## src/rtl/fan_tach_monitor_pkg.sv

```systemverilog
// Shared types and constants for the fan tachometer monitor.
package fan_tach_monitor_pkg;

  localparam int RPM_W = 16;

  typedef logic [RPM_W-1:0] rpm_t;

  localparam rpm_t RPM_MAX = 16'hFFFF;

endpackage

```

## src/rtl/fan_tach_channel.sv

```systemverilog
// One tach channel: synchroniser, glitch filter, per-window edge counter,
// RPM scaling with saturation, and sticky stall detection.
module fan_tach_channel
  import fan_tach_monitor_pkg::*;
#(
  parameter int CNT_W         = 11,
  parameter int RPM_PER_EDGE  = 3000,
  parameter int FILTER_CYCLES = 4,
  parameter int STALL_WINDOWS = 4
) (
  input  logic        sys_clk,
  input  logic        rst_n,
  input  logic        tach,
  input  logic        tc,
  input  logic [15:0] min_rpm,
  input  logic        alarm_clear,
  output logic [15:0] rpm,
  output logic        stall_alarm
);

  localparam int RUN_W   = $clog2(FILTER_CYCLES) + 1;
  localparam int BELOW_W = $clog2(STALL_WINDOWS + 1);
  localparam int PROD_RAW = CNT_W + $clog2(RPM_PER_EDGE + 1);
  localparam int PROD_W  = (PROD_RAW > RPM_W) ? PROD_RAW : RPM_W + 1;
  localparam logic [CNT_W-1:0]   CNT_MAX   = '1;
  localparam logic [BELOW_W-1:0] BELOW_MAX = BELOW_W'(STALL_WINDOWS);

  function automatic rpm_t sat_rpm(input logic [PROD_W-1:0] prod);
    if (prod > PROD_W'(RPM_MAX)) return RPM_MAX;
    return prod[RPM_W-1:0];
  endfunction

  logic               sync_p0, sync_p1;
  logic               filt;
  logic [RUN_W-1:0]   run;
  logic               accept, edge_det;
  logic [CNT_W-1:0]   edge_cnt;
  rpm_t               rpm_new;
  logic [BELOW_W-1:0] below, below_nxt;
  logic               stall_set;

  // Stage p0/p1: two-flop synchroniser for the asynchronous tach input
  always_ff @(posedge sys_clk or negedge rst_n) begin
    if (!rst_n) begin
      sync_p0 <= 1'b0;
      sync_p1 <= 1'b0;
    end else begin
      sync_p0 <= tach;
      sync_p1 <= sync_p0;
    end
  end

  // Filter: a new level needs FILTER_CYCLES consecutive agreeing samples
  assign accept   = (sync_p1 != filt) && (run == RUN_W'(FILTER_CYCLES - 1));
  assign edge_det = accept && sync_p1;

  always_ff @(posedge sys_clk or negedge rst_n) begin
    if (!rst_n) begin
      filt <= 1'b0;
      run  <= '0;
    end else if (sync_p1 == filt) begin
      run <= '0;
    end else if (accept) begin
      filt <= sync_p1;
      run  <= '0;
    end else begin
      run <= run + 1'b1;
    end
  end

  // An edge landing on TC belongs to the window that is just starting
  always_ff @(posedge sys_clk or negedge rst_n) begin
    if (!rst_n)
      edge_cnt <= '0;
    else if (tc)
      edge_cnt <= CNT_W'(edge_det);
    else if (edge_det && edge_cnt != CNT_MAX)
      edge_cnt <= edge_cnt + 1'b1;
  end

  assign rpm_new = sat_rpm(PROD_W'(edge_cnt) * PROD_W'(RPM_PER_EDGE));

  always_ff @(posedge sys_clk or negedge rst_n) begin
    if (!rst_n)
      rpm <= '0;
    else if (tc)
      rpm <= rpm_new;
  end

  // Stall judged on the value being written this TC, not the stale one
  always_comb begin
    below_nxt = below;
    if (min_rpm == '0)
      below_nxt = '0;
    else if (tc)
      below_nxt = (rpm_new < min_rpm) ?
                  ((below == BELOW_MAX) ? below : below + 1'b1) : '0;
    stall_set = tc && (min_rpm != '0) && (below_nxt == BELOW_MAX);
  end

  always_ff @(posedge sys_clk or negedge rst_n) begin
    if (!rst_n) begin
      below       <= '0;
      stall_alarm <= 1'b0;
    end else begin
      below <= (alarm_clear && !stall_set) ? '0 : below_nxt;
      if (stall_set)
        stall_alarm <= 1'b1;
      else if (alarm_clear)
        stall_alarm <= 1'b0;
    end
  end

endmodule

```

## src/rtl/fan_tach_monitor.sv

```systemverilog
// N-channel fan tachometer: shared gate window, per-fan RPM and stall alarms.
module fan_tach_monitor
  import fan_tach_monitor_pkg::*;
#(
  parameter int NUM_FANS       = 2,
  parameter int REFCLK_HZ      = 187500000,
  parameter int GATE_DIV       = 4,
  parameter int PULSES_PER_REV = 2,
  parameter int FILTER_CYCLES  = 4,
  parameter int STALL_WINDOWS  = 4
) (
  input  logic                      sys_clk,
  input  logic                      rst_n,
  input  logic [NUM_FANS-1:0]       fan_tach,
  input  logic [15:0]               min_rpm,
  input  logic [NUM_FANS-1:0]       alarm_clear,
  output logic [RPM_W*NUM_FANS-1:0] rpm,
  output logic                      rpm_update,
  output logic [NUM_FANS-1:0]       stall_alarm,
  output logic                      alarm_any
);

  localparam int WINDOW       = REFCLK_HZ / GATE_DIV;
  localparam int GATE_W       = $clog2(WINDOW);
  localparam int CNT_W        = GATE_W + 1;
  localparam int RPM_PER_EDGE = 60 * GATE_DIV / PULSES_PER_REV;

  logic [GATE_W-1:0] gate_cnt;
  logic              tc;

  assign tc = (gate_cnt == GATE_W'(WINDOW - 1));

  always_ff @(posedge sys_clk or negedge rst_n) begin
    if (!rst_n)
      gate_cnt <= '0;
    else if (tc)
      gate_cnt <= '0;
    else
      gate_cnt <= gate_cnt + 1'b1;
  end

  // Stage p1: strobe and alarm summary follow TC / the alarm flops by one cycle
  always_ff @(posedge sys_clk or negedge rst_n) begin
    if (!rst_n) begin
      rpm_update <= 1'b0;
      alarm_any  <= 1'b0;
    end else begin
      rpm_update <= tc;
      alarm_any  <= |stall_alarm;
    end
  end

  for (genvar i = 0; i < NUM_FANS; i++) begin : g_fan
    fan_tach_channel #(
      .CNT_W         (CNT_W),
      .RPM_PER_EDGE  (RPM_PER_EDGE),
      .FILTER_CYCLES (FILTER_CYCLES),
      .STALL_WINDOWS (STALL_WINDOWS)
    ) u_chan (
      .sys_clk     (sys_clk),
      .rst_n       (rst_n),
      .tach        (fan_tach[i]),
      .tc          (tc),
      .min_rpm     (min_rpm),
      .alarm_clear (alarm_clear[i]),
      .rpm         (rpm[RPM_W*i +: RPM_W]),
      .stall_alarm (stall_alarm[i])
    );
  end

endmodule

```

## config.mk

```make
export PLATFORM = sky130hd
export DESIGN_NAME = fan_tach_monitor
export DESIGN_NICKNAME = d
export VERILOG_FILES = /design/src/rtl/fan_tach_monitor_pkg.sv /design/src/rtl/fan_tach_channel.sv /design/src/rtl/fan_tach_monitor.sv
export SDC_FILE = /design/constraint.sdc
export NUM_CORES = 1
export LEC_CHECK = 0
export BUFFER_PORTS_ARGS = -buffer_cell sky130_fd_sc_hd__buf_2
export CAP_MARGIN = 20
export CORE_UTILIZATION = 62
export CTS_BUF_LIST = sky130_fd_sc_hd__clkbuf_4 sky130_fd_sc_hd__clkbuf_8
export CTS_CLUSTER_SIZE = 40
export DETAILED_ROUTE_END_ITERATION = 8
export GPL_TIMING_DRIVEN = 0
export PLACE_DENSITY = 0.82
export SYNTH_ARGS = -nofsm -noshare
export SYNTH_HDL_FRONTEND = slang
export SYNTH_HIERARCHICAL = 1
export SYNTH_SLANG_ARGS = --single-unit
```

## constraint.sdc

```tcl
create_clock -name sys_clk -period 8.4 [get_ports sys_clk]
set_input_delay 0.42 -clock sys_clk [delete_from_list [all_inputs] [get_ports sys_clk]]
set_output_delay 0.42 -clock sys_clk [all_outputs]
set_load 0.02 [all_outputs]
```

==> run summary <==
• critical path peak fanout: 10
• aggregate routed wire length: 31.6 mm
• number of filler cells placed in the layout: 1712
• clock latency reported for the late side of the worst-skew pair: 0.46 ns
• number of flip-flops and latches in the synthesized netlist: 130
• Die Span Y: 152 um
• depth of the critical timing path with buffers and inverters included: 23
• row count: 54
• max-slew headroom at the worst pin: 40.2%
• Worst VDD drop: 0.0000917 V
• post-cts repair resize count: 0
• number of global-route vias before repair: 10800
• synthesized area divided by synthesized cell count: 9.03 um2
• maximum number of pins on one net before global-route repair: 97
• Top delay family on crit path: compound AO/OA/AOI/OAI gates
• TritonCTS clock tree: built
• Largest stage delay, worst path: 0.54 ns
• top cells by instance count after synthesis: 217 x inv_1, 154 x ha_1, 130 x dfrtp_1
• RR Startpoint: g_fan[1].u_chan/edge_cnt[19]
• utilization of the core after routing: 68.2%
• synthesis warning total: 6
• post-synthesis to final-layout area growth: 7.60%
• portion of the clock cycle consumed by the worst path in the final layout: 84.5%
• Final Hold Violating Endpoints: 0
• clock tree root driver cell: clkbuf_8
• gate count after technology mapping: 1536
• H-tree depth reported by CTS: 4
• overall overflow remaining after global route: 0
• horizontal die dimension: 152 um
• clk slew on worst S/H paths: 0.08 ns
• number of enable-type register cells in the synthesized netlist: 0
• sequence of cells on the critical path: inv_1, fa_1, fa_1, inv_1, ha_1, a21oi_1, o21ai_0, a311oi_2, a211oi_1, or3_1, a221oi_2, nand4_2, or3_1, ha_1, a21o_1, a21o_1, a21o_1, a21o_1, a21oi_1, o21a_1, a21boi_0, nor2_1, a221oi_1
• run status: finished clean
• area enclosed by the die boundary: 23000 um2
• share of the yosys chip area belonging to registers: 23.4%
• routability cong.: 0.916
• crit path DAT: 7.44 ns
• total core area: 21900 um2
• ratio of cells with drive above 1 in the final layout: 10.6%
• Final Setup Violations: 0
• crit-path most repeated cell: a21o_1
• Reg-to-Reg End: g_fan[1].u_chan/below[2]
• sequential share of power: 39.5%
• power density over the cells: 116 nW/um2
• Hold Startpoint: fan_tach[1]
• Critical Path Source Type: register
• number of buffers added by the clock tree synthesis step: 17
• Post-Route Setup TNS: 0 ns
• Distinct cells, synth: 86
• # nets final: 1892
• number of antenna violations at the first check in global routing: 1
• global-route wire length before repair: 52.0 mm
• net switching power: 0.614 mW
• clock sink count: 130
• part of the total power dissipated in combinational logic: 30.2%
• fraction of registers with async set/reset: 100%
• Cell Area, Synth: 13900 um2
• net count after synthesis: 1814
• final critical delay including setup and external delays: 7.10 ns
• effective utilization at floorplan: 63.4%
• most common cell in the synthesized netlist: inv_1
• FF-to-FF setup slack: 1.30 ns
• Slew Limit Fails: 0
• detailed-route vias per instance: 6.01
• Detailed Route Iter0 Violations: 777
• post-DR wirelength/cell: 16.6 um
• required arrival time at the worst endpoint: 8.74 ns
• Detailed Place HPWL: 25.3 mm
• largest buffer count on any clock path: 2
• beginning of the critical path: g_fan[1].u_chan/edge_cnt[19]
• number of maximum-capacitance constraint violations: 0
• Worst Setup End Kind: register
• logic depth of the worst register-to-register path: 23
• Sw Share: 35.6%
• crit path to: g_fan[1].u_chan/below[2]
• GRT Total Usage: 28.5%
• IO Port Bufs: 57
• Int Pwr: 1.11 mW
• Min Hold Slack: 0.0622 ns
• critical path class: register to register
• clk_skew: 0.0145 ns
• clock network fraction of total power: 30.4%
• maximum clock frequency: 141 MHz
• dominant cells by area after synthesis: dfrtp_1 23%, fa_1 15%, ha_1 14%, inv_1 5.9%, xnor2_1 4.5%
• most used flip-flop cell after synthesis: dfrtp_1
• slew at the pin with the worst max-slew slack: 0.874 ns
• Crit-path slowest cell: fa_1
• number of DRC violations after detailed routing: 0
• total vias in the final route: 11500
• I/O Pins: 58
• worst hold-check path type: primary input to register
• count of buffers added by post-CTS timing repair for setup: 0
• Post-DRT Antenna Nets: 0
• largest area contributor in the netlist: dfrtp_1
• Bufs and invs on worst path: 2
• number of antenna repair diodes: 0
• LEAKAGE: 7.61 nW
• total iterations of the first detailed-routing run: 5
• Yosys top cell area share: 23.4%
• RSZ-0062 raised after global routing: no
==> registers in the layout, summed over array words and instances (netlist names) <==
register                  count
rpm_update                    1
g_fan.u_chan/below            6
g_fan.u_chan/stall_alarm      2
alarm_any                     1
g_fan.u_chan/sync_p0          2
g_fan.u_chan/run              6
gate_cnt                     26
g_fan.u_chan/edge_cnt        54
g_fan.u_chan/rpm             28
g_fan.u_chan/sync_p1          2
g_fan.u_chan/filt             2
==> routing by layer <==
metal | wire length, um | vias to the layer above | GRT usage, % | share of wire [%]
met2 | 15200 | 382 | 47.6 | 48
met4 | 815 | 0 | 9.16 | 2.6
met1 | 13700 | 5613 | 38.1 | 44
li1 | - | 5389 | - | -
met5 | 0 | - | 0 | 0
met3 | 1800 | 68 | 4.46 | 5.7
==> cell usage in the layout (no fill, tap or decap), drive strengths merged, types with 10 or more instances in the layout <==
master | Yosys | routed
a211oi | 13 | 13
a21o | 20 | 20
a21oi | 89 | 89
a31oi | 15 | 15
and2 | 12 | 12
and3 | 14 | 14
and4 | 11 | 11
buf | 26 | 84
clkbuf | 19 | 37
dfrtp | 130 | 130
fa | 102 | 102
ha | 154 | 154
inv | 217 | 222
mux2 | 26 | 26
mux2i | 10 | 10
nand2 | 101 | 101
nand2b | 17 | 17
nand3 | 44 | 44
nand4 | 40 | 40
nor2 | 120 | 120
nor2b | 19 | 19
nor3 | 20 | 20
nor4 | 18 | 18
o211ai | 12 | 12
o21a | 13 | 13
o21ai | 60 | 60
or2 | 14 | 14
or3 | 18 | 18
xnor2 | 71 | 71
xor2 | 21 | 21
==> per-stage QoR <==
step / cells / setup WS, ns / power, mW / cell area, um2
6_report: 1906 / 1.30 / 1.73 / 14900
5_1_grt: 1906 / 0.871 / 1.84 / 14900
4_1_cts: 1906 / 1.40 / 1.73 / 14900
3_5_place_dp: 1874 / 1.56 / 1.20 / 14500
3_3_place_gp: 1873 / 1.59 / 1.17 / 14500
2_1_floorplan: 1536 / 2.52 / 1.04 / 13900
==> final cells by class <==
type	instances	area, um2	area share, %
buffer	45	233	1.56
clock buffer	18	248	1.66
clock inverter	13	128	0.855
inverter	217	815	5.46
multi-input combinational	1144	9580	64.1
sequential	130	3250	21.8
tap	280	350	2.35
timing repair buffer	59	329	2.20
==> worst min-delay path by stage <==
stage | end | cells after the start | slack, ns
global placement | g_fan[1].u_chan/sync_p1 | 0 | 0.33
floorplan | alarm_any | 0 | 0.12
CTS | g_fan[1].u_chan/sync_p0 | 1 | 0.03
finish | g_fan[1].u_chan/sync_p0 | 1 | 0.06
detailed placement | g_fan[1].u_chan/sync_p1 | 0 | 0.33
global route | g_fan[1].u_chan/sync_p0 | 1 | 0.04
==> power groups by stage <==
stage                     sequential [mW]  combinational (mW)  clock (mW)
final                               0.682               0.521       0.525
after global routing                0.687               0.593       0.558
after CTS                           0.681               0.520       0.534
after detailed placement            0.693               0.511           0
after global placement              0.690               0.475           0
after floorplan                     0.685               0.359           0
==> kinds of logic (layout without fill, tap and decap cells) <==
| kind of cell | after synthesis | after routing | share of synthesized area [%] |
|---|---|---|---|
| adder cells (fa/ha/maj) | 256 | 256 | 28.6 |
| AO/OA/AOI/OAI | 295 | 295 | 14.1 |
| AND/OR/NAND/NOR | 465 | 465 | 17.4 |
| XOR/XNOR | 92 | 92 | 5.81 |
| multiplexers | 36 | 36 | 3.05 |
| flip-flops | 130 | 130 | 23.4 |
| buffers and inverters | 262 | 352 | 7.55 |
==> what timing repair did <==
| action | 4_1_cts | 5_1_grt |
|---|---|---|
| setup endpoints to repair | 0 | 0 |
| hold endpoints to repair | 34 | 0 |
| hold buffers | 1 | 0 |
Note: power is estimated with default switching activity, not from simulation.
